`src/rtl/muldiv_sched_pkg.sv`:
```
// Shared types and constants for the mul_div round-robin scheduler.
package muldiv_sched_pkg;

  localparam int FP_W     = 32;
  localparam int TAG_ID_W = 3;

  localparam logic OP_MUL = 1'b0;
  localparam logic OP_DIV = 1'b1;

  typedef struct packed {
    logic io;
    logic dz;
    logic of;
    logic uf;
    logic i;
  } flags_t;

  // Widest tag; a block may narrow the id to its own requester count.
  typedef struct packed {
    logic                valid;
    logic [TAG_ID_W-1:0] id;
  } tag_t;

endpackage

```
`src/rtl/muldiv_rr_sched_rr_arbiter.sv`:
```
// Combinational round-robin arbiter: one-hot grant searching upward from ptr+1.
module rr_arbiter #(
  parameter int NREQ = 4,
  parameter int IDW  = (NREQ > 1) ? $clog2(NREQ) : 1
) (
  input  logic [NREQ-1:0] req,
  input  logic            en,
  input  logic [IDW-1:0]  ptr,
  output logic [NREQ-1:0] gnt,
  output logic [IDW-1:0]  gnt_id
);

  always_comb begin
    logic           found;
    int             idx;
    logic [IDW-1:0] cand;
    gnt    = '0;
    gnt_id = '0;
    found  = 1'b0;
    idx    = 0;
    cand   = '0;
    for (int k = 1; k <= NREQ; k++) begin
      idx  = (int'(ptr) + k) % NREQ;
      cand = IDW'(idx);
      if (en && !found && req[cand]) begin
        found     = 1'b1;
        gnt[cand] = 1'b1;
        gnt_id    = cand;
      end
    end
  end

endmodule

```
`src/rtl/muldiv_rr_sched.sv`:
```
// Shares one fixed-latency mul_div unit among NREQ requesters with round-robin issue.
// Optional grant/busy counters are built when MULDIV_SCHED_PERF_EN is defined.
module muldiv_rr_sched
  import muldiv_sched_pkg::*;
#(
  parameter int NREQ = 4,
  parameter int LAT  = 2,
  parameter int IDW  = 2
) (
  input  logic              clk,
  input  logic              arst,
  input  logic              run,
  input  logic [NREQ-1:0]   req_valid,
  output logic [NREQ-1:0]   req_ready,
  input  logic [NREQ*32-1:0] req_a,
  input  logic [NREQ*32-1:0] req_b,
  input  logic [NREQ-1:0]   req_sel,
  output logic              md_en,
  output logic [31:0]       md_a,
  output logic [31:0]       md_b,
  output logic              md_sel,
  input  logic [31:0]       md_r,
  input  logic [4:0]        md_flags,
  output logic              rsp_valid,
  output logic [IDW-1:0]    rsp_id,
  output logic [31:0]       rsp_r,
  output logic [4:0]        rsp_flags,
  output logic              idle
`ifdef MULDIV_SCHED_PERF_EN
  ,
  input  logic              perf_clr,
  output logic [NREQ*16-1:0] perf_grants,
  output logic [15:0]       perf_busy
`endif
);

  typedef struct packed {
    logic           valid;
    logic [IDW-1:0] id;
  } stage_tag_t;

  logic [NREQ-1:0] gnt;
  logic [IDW-1:0]  gnt_id;
  logic            grant;
  logic            tags_busy;

  logic [IDW-1:0]  ptr_q, ptr_d;
  logic            md_en_q, md_en_d;
  logic [FP_W-1:0] md_a_q, md_a_d;
  logic [FP_W-1:0] md_b_q, md_b_d;
  logic            md_sel_q, md_sel_d;

  stage_tag_t [LAT-1:0] tag_q, tag_d;

  logic            rsp_valid_q, rsp_valid_d;
  logic [IDW-1:0]  rsp_id_q, rsp_id_d;
  logic [FP_W-1:0] rsp_r_q, rsp_r_d;
  flags_t          rsp_flags_q, rsp_flags_d;

  // Gating with arst keeps req_ready low while reset is asserted.
  rr_arbiter #(
    .NREQ (NREQ),
    .IDW  (IDW)
  ) u_arb (
    .req    (req_valid),
    .en     (run & arst),
    .ptr    (ptr_q),
    .gnt    (gnt),
    .gnt_id (gnt_id)
  );

  assign grant     = |gnt;
  assign req_ready = gnt;

  always_comb begin
    ptr_d    = ptr_q;
    md_en_d  = grant;
    md_a_d   = md_a_q;
    md_b_d   = md_b_q;
    md_sel_d = md_sel_q;
    if (grant) begin
      ptr_d    = gnt_id;
      md_a_d   = req_a[int'(gnt_id)*FP_W +: FP_W];
      md_b_d   = req_b[int'(gnt_id)*FP_W +: FP_W];
      md_sel_d = req_sel[gnt_id];
    end
  end

  always_comb begin
    tag_d[0].valid = grant;
    tag_d[0].id    = gnt_id;
    for (int s = 1; s < LAT; s++) begin
      tag_d[s] = tag_q[s-1];
    end
  end

  always_comb begin
    tags_busy = 1'b0;
    for (int s = 0; s < LAT; s++) begin
      tags_busy = tags_busy | tag_q[s].valid;
    end
  end

  // The last tag stage lines up with md_r, so the response captures both together.
  always_comb begin
    rsp_valid_d = tag_q[LAT-1].valid;
    rsp_id_d    = rsp_id_q;
    rsp_r_d     = rsp_r_q;
    rsp_flags_d = rsp_flags_q;
    if (tag_q[LAT-1].valid) begin
      rsp_id_d    = tag_q[LAT-1].id;
      rsp_r_d     = md_r;
      rsp_flags_d = flags_t'(md_flags);
    end
  end

  always_ff @(posedge clk or negedge arst) begin
    if (!arst) begin
      ptr_q       <= IDW'(NREQ - 1);
      md_en_q     <= 1'b0;
      md_a_q      <= '0;
      md_b_q      <= '0;
      md_sel_q    <= OP_MUL;
      tag_q       <= '0;
      rsp_valid_q <= 1'b0;
      rsp_id_q    <= '0;
      rsp_r_q     <= '0;
      rsp_flags_q <= '0;
    end else begin
      ptr_q       <= ptr_d;
      md_en_q     <= md_en_d;
      md_a_q      <= md_a_d;
      md_b_q      <= md_b_d;
      md_sel_q    <= md_sel_d;
      tag_q       <= tag_d;
      rsp_valid_q <= rsp_valid_d;
      rsp_id_q    <= rsp_id_d;
      rsp_r_q     <= rsp_r_d;
      rsp_flags_q <= rsp_flags_d;
    end
  end

  assign md_en     = md_en_q;
  assign md_a      = md_a_q;
  assign md_b      = md_b_q;
  assign md_sel    = md_sel_q;
  assign rsp_valid = rsp_valid_q;
  assign rsp_id    = rsp_id_q;
  assign rsp_r     = rsp_r_q;
  assign rsp_flags = rsp_flags_q;
  assign idle      = !tags_busy && !rsp_valid_q && !grant;

`ifdef MULDIV_SCHED_PERF_EN
  logic [NREQ-1:0][15:0] perf_grants_q, perf_grants_d;
  logic [15:0]           perf_busy_q, perf_busy_d;

  function automatic logic [15:0] sat_inc16(input logic [15:0] v);
    return (v == 16'hFFFF) ? v : v + 16'd1;
  endfunction

  always_comb begin
    perf_grants_d = perf_grants_q;
    perf_busy_d   = perf_busy_q;
    if (perf_clr) begin
      perf_grants_d = '0;
      perf_busy_d   = '0;
    end else begin
      for (int i = 0; i < NREQ; i++) begin
        if (gnt[i]) perf_grants_d[i] = sat_inc16(perf_grants_q[i]);
      end
      if (!idle) perf_busy_d = sat_inc16(perf_busy_q);
    end
  end

  always_ff @(posedge clk or negedge arst) begin
    if (!arst) begin
      perf_grants_q <= '0;
      perf_busy_q   <= '0;
    end else begin
      perf_grants_q <= perf_grants_d;
      perf_busy_q   <= perf_busy_d;
    end
  end

  assign perf_grants = perf_grants_q;
  assign perf_busy   = perf_busy_q;
`endif

endmodule

```
`config.mk`:
```
export PLATFORM = sky130hd
export DESIGN_NAME = muldiv_rr_sched
export DESIGN_NICKNAME = d
export VERILOG_FILES = /design/src/rtl/muldiv_sched_pkg.sv /design/src/rtl/muldiv_rr_sched_rr_arbiter.sv /design/src/rtl/muldiv_rr_sched.sv
export SDC_FILE = /design/constraint.sdc
export NUM_CORES = 1
export LEC_CHECK = 0
export ABC_AREA = 1
export CORE_AREA = 2 2 161 163
export DETAILED_ROUTE_END_ITERATION = 8
export DIE_AREA = 0 0 163 165
export PLACE_DENSITY_LB_ADDON = 0.3
export SLEW_MARGIN = 25
export SYNTH_ARGS = -nofsm -noshare
export SYNTH_HDL_FRONTEND = slang
export SYNTH_SLANG_ARGS = --single-unit
```
`constraint.sdc`:
```
create_clock -name clk -period 2.8 [get_ports clk]
set_input_delay 0.42 -clock clk [delete_from_list [all_inputs] [get_ports clk]]
set_output_delay 0.42 -clock clk [all_outputs]
set_load 0.05 [all_outputs]
```
Yosys cells after proc, flatten, opt, wreduce, memory -nomap -nowiden
Cells that the tools add are included.
{ "totals": {"romBits": 0, "input_bits": 304, "mem_count": 0, "elab_cells": 85, "ff_bits": 113, "ramBits": 0, "latch_bits": 0} }
{ "classes": {"n_lt_le_gt_ge": 9, "shift": 2, "mul": 0, "n_addsub": 4, "n_mux": 29, "div": 0, "n_bitwise": 5, "eq_ne": 0, "n_reduce_logical": 20} }
{ "ops": {"columns": ["cell", "count"], "rows": [
  ["indexed part select 128 x 8 -> 32 bit", 2],
  ["two-way mux 4 bit", 4],
  ["less-than comparator 2 x 3 -> 1 bit, second input constant", 5],
  ["logical AND 1 bit", 13],
  ["two-way mux 1 bit", 12],
  ["OR 4 bit", 3],
  ["binary-select mux 1 bit (select 2 bit)", 5],
  ["demux 1 bit (select 2 bit)", 4],
  [">= comparator 2 x 1 -> 1 bit, second input constant", 4],
  ["two-way mux 2 bit", 4],
  ["zero test 1 bit", 6],
  ["adder 2 x 1 -> 2 bit, second input constant", 2],
  ["adder 2 bit, second input constant", 2],
  ["OR reduction 4 bit", 1],
  ["bitwise AND 1 bit", 1],
  ["OR 1 bit", 1]
]} }

Longest topological paths before layout
{ "depth": {"word_depth": 20, "ltp_mapped": 17, "mapped_depth_nobuf": 15} }

Modules after synthesis
A second synthesis with hierarchy kept.
{ "unflattened": {"cells_unflattened": 1100, "hier_area_um2": 7459.7} }
{ "modules_own_cells": {"columns": ["mod", "cells_per_inst", "seq_area_each_um2", "instances", "area_each_um2"], "rows": [
  ["muldiv_rr_sched", 1018, 2830.2, 1, 6975.4],
  ["rr_arbiter", 82, 0.0, 1, 484.2]
]} }

Worst setup path after synthesis
OpenSTA, ideal clock, no wires.
{ "synth_timing": {"path_type": "register -> output", "startpoint": "reg ptr_q[0]", "endpoint": "out idle", "setup_slack_ns": -0.860, "required_ns": 2.380, "arrival_ns": 3.240, "path_buffers": 2, "path_stages_with_launch": 17, "cell_sequence": "dfstp_2 -> buf_4 -> inv_4 -> ha_1 -> inv_1 -> nand3_2 -> nand2_4 -> nand2_1 -> nor2_1 -> nand2_1 -> nand2_1 -> inv_1 -> nand3_1 -> nor2_2 -> nand2_2 -> buf_2 -> nor2_1"} }
{ "synth_between": {"elab_chain_len": 20} }
{ "synth_rtl": {"columns": ["item", "line_no", "text"], "rows": [
  ["start: declaration", "muldiv_rr_sched.sv:47", "logic [IDW-1:0] ptr_q, ptr_d;"],
  ["start signal: assignment", "muldiv_rr_sched.sv:119", "ptr_q <= IDW'(NREQ - 1);"],
  ["start signal: assignment", "muldiv_rr_sched.sv:130", "ptr_q <= ptr_d;"],
  ["parallel branches: the longest is 16 deep, another holds less-than comparator 2 x 3 -> 1 bit", null, null],
  ["two-way mux 4 bit *", "muldiv_rr_sched_rr_arbiter.sv:25", "if (en && !found && req[cand]) begin"],
  ["net req_ready[1]", "muldiv_rr_sched.sv:14", "output logic [NREQ-1:0] req_ready,"],
  ["OR reduction 4 bit *", "muldiv_rr_sched.sv:72", "assign grant = |gnt;"],
  ["net grant", "muldiv_rr_sched.sv:44", "logic grant;"],
  ["zero test 1 bit *", "muldiv_rr_sched.sv:151", "assign idle = !tags_busy && !rsp_valid_q && !grant;"],
  ["logical AND 1 bit *", "muldiv_rr_sched.sv:151", null],
  ["end: declaration", "muldiv_rr_sched.sv:28", "output logic idle"]
]} }
Mark *: on every way through the listed nets, which the timed path passes. The select of a mux whose other input is x is not followed.

Final worst setup path
{ "layout_timing": {"startpoint": "reg ptr_q[0]", "endpoint": "out idle"} }
{ "layout_between": {"elab_chain_len": 20} }
{ "layout_rtl": {"columns": ["item", "line_no"], "rows": [
  ["parallel branches: the longest is 16 deep, another holds less-than comparator 2 x 3 -> 1 bit", null],
  ["two-way mux 4 bit *", "muldiv_rr_sched_rr_arbiter.sv:25"],
  ["OR reduction 4 bit *", "muldiv_rr_sched.sv:72"],
  ["zero test 1 bit *", "muldiv_rr_sched.sv:151"],
  ["logical AND 1 bit *", "muldiv_rr_sched.sv:151"]
]} }
Mark *: on every way between the ends. The select of a mux whose other input is x is not followed.

==> results.ini <==
[outcome]
status = finished clean

[grt]
grt-ovfl-total = 0
grt_usage_pct = 21.9
antenna_found_initial = 3
grt_start_max_net_pins = 114
grt_pass1_vias = 8115
grt_pass1_wl_mm = 45.3

[worst_setup_path]
cp.depth = 13
crit_path_end_kind = primary output
cp.required_ns = 2.38
cp_top_family = simple AND/OR/NAND/NOR gates
crit_buf_inv = 4
critical_path.max_fanout = 6
path_cells = inv_4, ha_4, inv_2, nand3_2, nand2_4, nand3_4, inv_2, nand3_2, nand3_4, nor2_4, nand2_4, nor2_4, buf_12
critPathLaunch = ptr_q[0]
cp_data_arrival_time_ns = 2.37
timing.rr.start = ptr_q[1]
worstSetupPathType = reg2out
slowest_stage = dfstp_2
max_stage_delay_ns = 0.56
worstSetupStartpointType = flip-flop
rr_worst_depth = 15

[synthesis]
ys_seq_elements = 113
yosysSeqAreaShare_pct = 40.4
ys_warn_count = 0
syn-num-nets = 1225
avgSynthCellArea_um2 = 7.67
synth_area_mm2 = 0.00701
synth_cells = 913
yosysUniqueCellTypes = 26

[final_layout]
layout_commonest_cell = clkdlybuf4s50_1
mostFrequentLayoutCells = clkdlybuf4s50_1 (408), nand3_1 (397), nand2_1 (218), dfrtp_1 (110), mux2_2 (39)
nets = 1625
fin_util_pct = 50.0
area.growth.synth_to_final_pct = 78.6
drive_gt1_share_pct = 13.1

[detailed_routing]
ant_nets = 0
drc = 0
drt_first_pass_iters = 5
via_per_inst = 4.98
initialDrtViolationCount = 478
vias = 8263
wl_mm = 31.2
routedWlPerCell_um = 18.8

[power_and_ir_drop]
p_leak_nw = 5.48
p_per_area_mw_per_mm2 = 1320
finalPower_w = 0.0165
ir_drop_mv = 0.841

[hold_path]
hold_class = in2async

[die]
core-area_mm2 = 0.0250
die_w_um = 163
die_y_um = 165
initial_core_util_pct = 28.0
ios = 415
rows = 58
dieArea_mm2 = 0.0269

[placement]
pre_cts_ws_ns = -0.0195
gp_congestion = 0.921
place_hpwl_mm = 22.4
portBuffers = 414

[sta]
rsz0062_at_grt = true
final_hold_viol_count = 0
slew_violations = 0
slew-limit-headroom_pct = 45.6
period_needed_ns = 2.79
timing.fmax_ghz = 0.358
skew_ns = 0.0104
setup_violations = 0
worstMarginPinSlew_ns = 0.816
holdWs_ns = 0.131
fin_ws_ns = 0.00712
post-route-period-util_pct = 99.7

[clocking]
htree_levels = 4
cts.clk_slew.worst_paths_ns = 0.06
hold_buffers = 0
numCtsBuffers = 17
clock_path_buffers = 2
cts_tree = built
clock-root-buffer = clkbuf_16
cts_sinks = 113
clk_latency_ns = 0.41

[run]
max-cap-violations = 0

-- flip-flops by register name, indices dropped and copies added (netlist names) --
name         flops
md_a            32
ptr_q            2
rsp_flags        5
md_b            32
tag_d            3
tag_q            2
rsp_valid        1
md_sel           1
rsp_r           32
rsp_valid_d      1
rsp_id           2
-- cells by family (layout without fill, tap and decap cells) --
logic type,Yosys count,in the layout,synth area share (%)
AND/OR/NAND/NOR,654,654,43.6
flip-flops,113,113,40.4
buffers and inverters,94,507,7.93
multiplexers,39,39,6.27
adder cells (fa/ha/maj),8,8,1.43
AO/OA/AOI/OAI,5,5,0.393
other,0,3,0
-- what timing repair did --
action	in CTS	in global routing
buffers inserted	10	7
pin swaps	8	9
endpoints found under the setup margin	1	61
gates resized for setup	12	13
cloned	0	2
-- cell usage after synthesis (all sizes together) --
master    n  area share (%)
dfrtp   111              40
nand2   233              13
buf      77             7.0
ha        8             1.4
clkbuf    5            0.27
mux2     39             6.3
inv      12            0.68
nand3   410              30
nor2      7            0.59
or3       1           0.089
nand4     3            0.27
o21ai     2            0.14
dfstp     2            0.75
a21oi     2            0.14
o21bai    1            0.11
-- layer usage --
layer  vias to the layer above  global-route usage, %  wire length [um]
met3                        41                   6.55              2640
met2                       401                   38.1             15200
met1                      3878                   25.4             12500
met5                         -                      0                 0
met4                         0                   8.33               863
li1                       3943                      -                 -
-- final timing paths --
kind	slack, ns	end
worst max-delay path	0.007	idle
worst min-delay path	0.13	md_b[0]
worst max register to register	0.09	md_b[1]
worst min register to register	0.35	tag_q[4]
max in group asynchronous	2.16	md_b[5]
min in group clk	0.35	tag_q[4]
-- power by group --
part / total (W) / switching [W] / internal, W
logic: 0.0110 / 0.00706 / 0.00398
clock network: 0.00255 / 0.000857 / 0.00169
registers: 0.00295 / 0.000452 / 0.00250
-- layout make-up --
type | instances | area (um2)
fill | 2403 | 12500
inverter | 12 | 50.0
sequential | 113 | 2830
clock inverter | 14 | 253
antenna | 3 | 7.51
multi-input combinational | 706 | 3790
timing repair buffer | 463 | 4730
clock buffer | 18 | 429
tap | 330 | 413
-- worst reg2reg max path, delay by kind of cell, from the launching register on --
| kind | cells | cell delay (ns) |
|---|---|---|
| AO/OA/AOI/OAI | 1 | 0.24 |
| adder cells (fa/ha/maj) | 1 | 0.25 |
| buffers and inverters | 5 | 0.77 |
| flip-flops | 1 | 0.55 |
| AND/OR/NAND/NOR | 8 | 0.79 |
-- metrics by stage --
stage	setup TNS, ns	cells	area (um2)
finish	0	1659	12500
global route	-0.522	1658	12500
CTS	0	1648	12300
detailed placement	-0.0709	1606	11600
global placement	0	1606	11600
floorplan	0	913	7100
Power figures use the tool's default switching activity.
